File: config.mk
export PLATFORM = sky130hd
export DESIGN_NAME = audio_hit_detector
export DESIGN_NICKNAME = d
export VERILOG_FILES = /design/src/rtl/audio_hit_detector.sv
export SDC_FILE = /design/constraint.sdc
export NUM_CORES = 1
export LEC_CHECK = 0
export BUFFER_PORTS_ARGS = -buffer_cell sky130_fd_sc_hd__buf_4
export CORE_MARGIN = 10
export CORE_UTILIZATION = 55
export CTS_BUF_LIST = sky130_fd_sc_hd__clkbuf_16
export DETAILED_ROUTE_END_ITERATION = 6
export PLACE_DENSITY = 0.75
export SETUP_SLACK_MARGIN = 0.15
export SYNTH_ARGS = -nofsm -noshare
export SYNTH_HDL_FRONTEND = slang
export SYNTH_SLANG_ARGS = --single-unit
File: constraint.sdc
create_clock -name clock -period 18.1 [get_ports clock]
set_clock_uncertainty 0.15 [all_clocks]
set_input_delay 0.905 -clock clock [delete_from_list [all_inputs] [get_ports clock]]
set_output_delay 0.905 -clock clock [all_outputs]
set_load 0.03 [all_outputs]
File: src/rtl/audio_hit_detector.sv
// Peak-envelope clap/whack detector reading mic samples from the Audio_Controller input FIFO.
// Latency: a sample popped in cycle N updates env at the next edge; a hit can be seen in cycle N+2.
// Backpressure: a sample is popped only when one is available and the output side has room; otherwise env and holdoff hold.
//
// Ports:
//   clock, resetn                  system clock, asynchronous active-low reset
//   enable                         detector runs while high; low forces IDLE
//   audio_in_available             input FIFO has a sample
//   audio_out_allowed              output FIFO has room (keeps lockstep with loopback writer)
//   left/right_channel_audio_in    signed 32-bit samples
//   read_audio_in                  pop strobe (combinational)
//   hit                            one-cycle pulse per detected hit
//   armed                          high while waiting for a hit
//   level                          env[30:23] for the LED meter
//   hit_count                      hits since reset / enable rise, saturating at 255
module audio_hit_detector #(
    parameter logic [31:0] HIGH_THRESH     = 32'd20000000,
    parameter logic [31:0] LOW_THRESH      = 32'd8000000,
    parameter int unsigned ATTACK_SHIFT    = 2,
    parameter int unsigned DECAY_SHIFT     = 6,
    parameter int unsigned HOLDOFF_SAMPLES = 4800
) (
    input  logic        clock,
    input  logic        resetn,
    input  logic        enable,
    input  logic        audio_in_available,
    input  logic        audio_out_allowed,
    input  logic [31:0] left_channel_audio_in,
    input  logic [31:0] right_channel_audio_in,
    output logic        read_audio_in,
    output logic        hit,
    output logic        armed,
    output logic [7:0]  level,
    output logic [7:0]  hit_count
);

    localparam logic [15:0] HOLD_LIM = 16'(HOLDOFF_SAMPLES);

    typedef enum logic [1:0] {
        S_IDLE,
        S_ARMED,
        S_HIT,
        S_HOLDOFF
    } state_t;

    state_t      state_q, state_d;
    logic [31:0] env_q, env_d;
    logic [15:0] hold_q, hold_d;
    logic [7:0]  cnt_q, cnt_d;

    logic        strobe;
    logic [31:0] mag_l, mag_r, mag;

    // Magnitude of a signed sample; the most negative value has no positive
    // twin, so it saturates instead of wrapping back to itself.
    function automatic logic [31:0] sat_abs(input logic [31:0] x);
        logic [31:0] r;
        if (!x[31]) begin
            r = x;
        end else if (x == 32'h8000_0000) begin
            r = 32'h7FFF_FFFF;
        end else begin
            r = (~x) + 32'd1;
        end
        return r;
    endfunction

    assign read_audio_in = audio_in_available & audio_out_allowed;
    assign strobe        = read_audio_in;

    assign mag_l = sat_abs(left_channel_audio_in);
    assign mag_r = sat_abs(right_channel_audio_in);
    assign mag   = (mag_l > mag_r) ? mag_l : mag_r;

    // Fast attack / slow decay peak follower. mag < 2^31 so the sum never wraps.
    always_comb begin
        env_d = env_q;
        if (strobe) begin
            if (mag > env_q) begin
                env_d = env_q + ((mag - env_q) >> ATTACK_SHIFT);
            end else begin
                env_d = env_q - (env_q >> DECAY_SHIFT);
            end
        end
    end

    always_comb begin
        state_d = state_q;
        hold_d  = hold_q;
        cnt_d   = cnt_q;
        case (state_q)
            S_IDLE: begin
                if (enable) begin
                    state_d = S_ARMED;
                    cnt_d   = 8'd0;
                end
            end
            S_ARMED: begin
                if (env_q >= HIGH_THRESH) begin
                    state_d = S_HIT;
                end
            end
            S_HIT: begin
                // Counted even if enable drops now: the pulse is already out.
                state_d = S_HOLDOFF;
                hold_d  = 16'd0;
                if (cnt_q != 8'hFF) begin
                    cnt_d = cnt_q + 8'd1;
                end
            end
            S_HOLDOFF: begin
                // Re-arm needs both the minimum sample gap and the envelope
                // falling under the lower threshold (hysteresis).
                if ((hold_q == HOLD_LIM) && (env_q < LOW_THRESH)) begin
                    state_d = S_ARMED;
                end else if (strobe && (hold_q != HOLD_LIM)) begin
                    hold_d = hold_q + 16'd1;
                end
            end
            default: begin
                state_d = S_IDLE;
            end
        endcase
        if (!enable) begin
            state_d = S_IDLE;
        end
    end

    always_ff @(posedge clock or negedge resetn) begin
        if (!resetn) begin
            state_q <= S_IDLE;
            env_q   <= 32'd0;
            hold_q  <= 16'd0;
            cnt_q   <= 8'd0;
        end else begin
            state_q <= state_d;
            env_q   <= env_d;
            hold_q  <= hold_d;
            cnt_q   <= cnt_d;
        end
    end

    assign hit       = (state_q == S_HIT);
    assign armed     = (state_q == S_ARMED);
    assign level     = env_q[30:23];
    assign hit_count = cnt_q;

endmodule

### Word-level counts from Yosys, hierarchy flattened

Cells that the tools add are included.

* output and inout port bits: 19
* bits of input ports: 69
* logic and storage cells: 56
* register bits: 58

* order comparisons: 4
* mux-type cells: 16
* add/sub/neg operators: 7
* reductions and logical operators: 8
* equal/unequal tests: 14
* bitwise operators: 3

Operator list (number)
* two-way mux 32 bit: 6
* adder 32 x 1 -> 32 bit (second input constant): 2
* == test 32 bit (second input constant): 2
* greater-than comparator 32 bit: 2
* inverter 32 bit: 2
* adder 32 x 30 -> 32 bit: 1
* >= comparator 32 x 25 -> 1 bit (second input constant): 1
* less-than comparator 32 x 23 -> 1 bit (second input constant): 1
* two-way mux 16 bit: 2
* one-hot mux 16 bit (2 select lines): 1
* subtractor 32 x 26 -> 32 bit: 1
* subtractor 32 bit: 1
* adder 16 x 1 -> 16 bit (second input constant): 1
* == test 16 x 13 -> 1 bit (second input constant): 1
* two-way mux 8 bit: 2
* inequality test 16 x 13 -> 1 bit (second input constant): 1
* one-hot mux 8 bit (2 select lines): 1
* adder 8 x 1 -> 8 bit (second input constant): 1
* inequality test 8 bit (second input constant): 1
* one-hot mux 2 bit (4 select lines): 1
* two-way mux 2 bit: 3
* inequality test 2 bit (second input constant): 3
* AND reduction 3 bit: 2
* == test 2 bit (second input constant): 2
* 9 further kinds: 11

### Longest topological paths before layout

* depth after elaboration: 9
* gate-level depth with buffers: 53
* depth with buffers taken out: 49

### Worst setup path after synthesis

OpenSTA, ideal clock, no wires.

* path type: input-to-reg
* start: input left_channel_audio_in[13]
* end: register env_q[28]
* buffers on the path: 5
* arrival time: 11.753 ns
* slack: 6.064 ns
* stages: 49
* library setup time: 0.133 ns
* data required time: 17.817 ns
* cell sequence: or3_4 or4_4 or4_4 or3_4 or4_4 or4_4 nor2_1 and2_1 nor2_1 a21o_1 inv_1 ha_1 nor2b_1 o21a_1 o21a_1 o21a_1 o21a_1 o21a_1 [... 13 more ...] a31oi_1 a21o_1 clkbuf_1 clkbuf_1 buf_1 mux2i_1 fa_1 a21o_1 a21oi_1 o211ai_1 a31oi_1 o21ai_0 a31oi_1 o221ai_1 a221o_1 a31oi_1 xor2_1 o21ai_0

* longest elaborated chain between the ends: 9
* elaborated cells on any way between the ends: 11
* those cells by class: 3 x add/sub; 2 x order compare; 1 x eq/ne; 4 x mux; 1 x bitwise

RTL lines
* start: declaration: RTL line 28 `input logic [31:0] left_channel_audio_in,`
* inverter 32 bit: RTL line 63 `r = (~x) + 32'd1;`
* adder 32 x 1 -> 32 bit: RTL line 63
* two-way mux 32 bit: RTL line 60 `end else if (x == 32'h8000_0000) begin`
* two-way mux 32 bit *: RTL line 58 `if (!x[31]) begin`
* greater-than comparator 32 bit: RTL line 73 `assign mag = (mag_l > mag_r) ? mag_l : mag_r;`
* two-way mux 32 bit *: RTL line 73
* subtractor 32 bit: RTL line 80 `env_d = env_q + ((mag - env_q) >> ATTACK_SHIFT);`
* adder 32 x 30 -> 32 bit: RTL line 80
* two-way mux 32 bit *: RTL line 79 `if (mag > env_q) begin`
* end signal: assignment: RTL line 137 `env_q <= env_d;`
* end: declaration: RTL line 47 `logic [31:0] env_q, env_d;`

Every way passes the cells marked *; elsewhere a longest branch is shown, timed or not.
A chain may end at the register's enable or synchronous reset.

### Final worst setup path

* start: input right_channel_audio_in[9]
* end: register env_q[31]

* longest elaborated chain between the ends: 9
* elaborated cells on any way between the ends: 11
* those cells by class: 3 x add/sub; 2 x order compare; 1 x eq/ne; 4 x mux; 1 x bitwise

RTL lines
* start: declaration: RTL line 29 `input logic [31:0] right_channel_audio_in,`
* inverter 32 bit: RTL line 63
* adder 32 x 1 -> 32 bit: RTL line 63
* two-way mux 32 bit: RTL line 60
* two-way mux 32 bit *: RTL line 58
* greater-than comparator 32 bit: RTL line 73
* two-way mux 32 bit *: RTL line 73
* subtractor 32 bit: RTL line 80
* adder 32 x 30 -> 32 bit: RTL line 80
* two-way mux 32 bit *: RTL line 79

Marked as above.

==> results.toml <==
[pwr]
p_switching_uw = 1060
power.leakage_uw = 0.00506
pwr-share-seq_pct = 11.6
combPwrFrac_pct = 79.5
max-vdd-ir-drop_mv = 0.0885
power.density_nw_per_um2 = 185
clockPowerShare_pct = 8.9
p_int_uw = 950
p_sw_share_pct = 52.8

[sta]
max_freq_mhz = 73.2
fin_crit_ns = 13.67
maxSlewViolCount = 0
setup_violations = 0
finalHoldViolations = 0
fin_tns_setup_ns = 0
finalCritPeriodShare_pct = 75.5
slew_headroom_pct = 27.3
holdWs_ns = 0.369
worstMarginPinSlew_ns = 1.09
rsz0062_at_grt = "false"

[cts]
cts_setup_buffers = 0
cts_max_path_buffers = 2
insertion_delay_ns = 0.34
htreeDepth = 3
cts_tree = "done"
clk_pin_slew_ns = 0.06
cts-resized-gates = 0
cts-hold-fix-buffers = 0
cts_buffers = 9
root_buffer = "clkbuf_16"
cts_sinks = 58

[grt]
grt_pass1_wl_mm = 45.1
grt_pass1_vias = 9289
grt.overflow.total = 0
antenna_found_initial = 0
grt_use_total_pct = 22.0
grt_max_degree = 60

[logic_synthesis]
syn_inst = 1350
synth_area_leaders = "dfrtp_1 (15%), ha_1 (13%), xor2_1 (7.4%), nand2_1 (6.6%), o21ai_0 (5.1%)"
synth_top_family_by_area = "simple AND/OR/NAND/NOR gates"
synth_seq_cells = 58
syn_area_um2 = 9850
muxShareOfSynthArea_pct = 5.48
synthAdderAreaFrac_pct = 13.5
ys_seq_area_share_pct = 14.7
synth_area_leader_cell = "dfrtp_1"
synth_ff_type = "dfrtp_1"
async_flop_share_pct = 100
synthSimpleGateAreaFrac_pct = 24.4
synth_enable_flop_cells = 0
syn_nets = 1525
yosysWarnings = 0
synth_top_area_share_pct = 14.7
synth_xor_area_share_pct = 11.6
synth.avg_cell_area_um2 = 7.30
synth_cell_types = 73
synth_compound_area_share_pct = 24.3

[final_layout]
syn_to_final_growth_pct = 10.8
mostFrequentLayoutCell = "nand2_1"
mostFrequentLayoutCells = "nand2_1 (172), ha_1 (105), o21ai_0 (101), a21oi_1 (98), buf_4 (92)"
n_fill_cell = 1613
drive_above_1_share_pct = 11.2
multi_input_area_um2 = 7830
sequential_cell_area_um2 = 1450
antennaDiodeCount = 0
finish.net_count = 1575

[worst_setup_path]
path_class = "in2reg"
worst-path-max-fanout = 32
r2r-start = "env_q[9]"
cp_top_family = "simple AND/OR/NAND/NOR gates"
endpoint_kind = "register"
crit_required_ns = 18.15
cp_common_cell = "or3_1"
cpPeakStageDelay_ns = 0.88
crit_path_start_kind = "input port"
path_buf_inv = 4
cp.arrival_ns = 13.72
critPathLaunch = "right_channel_audio_in[9]"
slowest_stage = "a2111oi_1"

[routing]
vias = 9760
drtPass1Iterations = 5
avgRoutedWirePerCell_um = 16.7
drt-initial-drc-count = 788
drc = 0
wl_mm = 27.3
drtAntennaViolNets = 0
post_drt_via_cell_ratio = 5.99

[floorplan]
boundaryPins = 88
die_area_um2 = 23700
start_util_pct = 56.6
core_um2 = 17400
die_y_um = 154
num_rows = 48
dieWidth_um = 154

[run]
maxCapViolations = 0

[hold_path]
hold_class = "reg2reg"
hold_path.startpoint = "hit_count[6]"

[placed_design]
port-buffer-count = 87
dp_hpwl_mm = 22.0
routabilityCongestion = 0.915

[run_status]
status = "complete, no violations"
## power groups by stage
stage               sequential, µW  combinational, µW  clock, µW
floorplan                      212               1260          0
global placement               232               1550          0
detailed placement             234               1560          0
CTS                            232               1580        182
global route                   240               1780        188
finish                         233               1600        179
## state kept, by name (all words and copies together), names as in the netlist
signal and cells:
env_q 32, state_q 2, hit_count 8, hold_q 16
## worst reg2reg max path, cell delays in order (launching register included)
cell       delay (ns)
dfrtp_1          0.45
inv_1            0.12
ha_1             0.46
nand2_1          0.08
o21ai_0          0.50
a21oi_1          0.19
o2111ai_1        0.30
a21oi_1          0.13
xnor2_1          0.20
a2111oi_1        0.88
and2_0           0.47
nand2_1          0.13
xnor2_1          0.15
mux2i_1          0.10
ha_1             0.39
nand3_1          0.14
nor4_1           0.38
o2111ai_1        0.15
and2_1           0.20
a211oi_1         0.32
nor3_1           0.16
o41ai_1          0.66
nor2_1           0.11
a221oi_1         0.28
nand4bb_1        0.14
## routing by layer
| layer | part of all wire (%) | vias up | track usage (%) | routed length [µm] |
|---|---|---|---|---|
| met1 | 47 | 4487 | 28.8 | 12800 |
| li1 | - | 4973 | - | - |
| met3 | 4.3 | 42 | 2.18 | 1180 |
| met5 | 0 | - | 0 | 0 |
| met2 | 46 | 258 | 37.5 | 12700 |
| met4 | 2.1 | 0 | 6.12 | 582 |
## stage by stage
stage / total power [µW] / std cells / utilization [%] / worst slack (ns) / cell area (µm²)
global placement: 1790 / 1614 / 60.9 / 4.59 / 10600
global route: 2210 / 1630 / 62.6 / 3.45 / 10900
detailed placement: 1790 / 1614 / 60.9 / 4.24 / 10600
CTS: 1990 / 1630 / 62.6 / 4.58 / 10900
floorplan: 1470 / 1350 / - / 6.06 / 9850
finish: 2010 / 1630 / 62.6 / 4.43 / 10900
## synth_stat cells, drive strengths merged (8+ instances only)
cell type	count
nand2	172
ha	105
o21ai	103
a21oi	100
inv	91
xor2	83
nor2	78
dfrtp	58
xnor2	48
clkbuf	42
a21o	40
nand3	37
mux2	31
nand4	29
nor3	27
nand2b	25
o31ai	24
or3	24
mux2i	19
nor2b	18
and2	14
o21a	14
a31oi	12
and3	12
buf	11
nor4	11
o41ai	11
or2	11
o31a	10
or4	10
o211ai	8
## path summary, 6_finish.rpt
path                       slack, ns           end  cells after the start
max                             4.43     env_q[31]                     47
min                             0.37  hit_count[6]                      1
max reg2reg                    10.74     env_q[31]                     24
min reg2reg                     0.37  hit_count[6]                      1
max in group asynchronous      16.81     hold_q[1]                      1
min in group asynchronous       0.50     env_q[15]                      1
## layout make-up
cell class / instances / area share, %
Clock buffer: 9 / 2.06
Tap cell: 225 / 2.58
Inverter: 92 / 3.17
Clock inverter: 7 / 0.768
Timing Repair Buffer: 92 / 6.33
Sequential cell: 58 / 13.3
Multi-Input combinational cell: 1147 / 71.8
## cell families after synthesis
logic type / after synthesis
AO/OA/AOI/OAI: 375
adder cells (fa/ha/maj): 106
buffers and inverters: 145
AND/OR/NAND/NOR: 485
XOR/XNOR: 131
flip-flops: 58
multiplexers: 50
No activity file was read; power rests on OpenSTA's default activity.
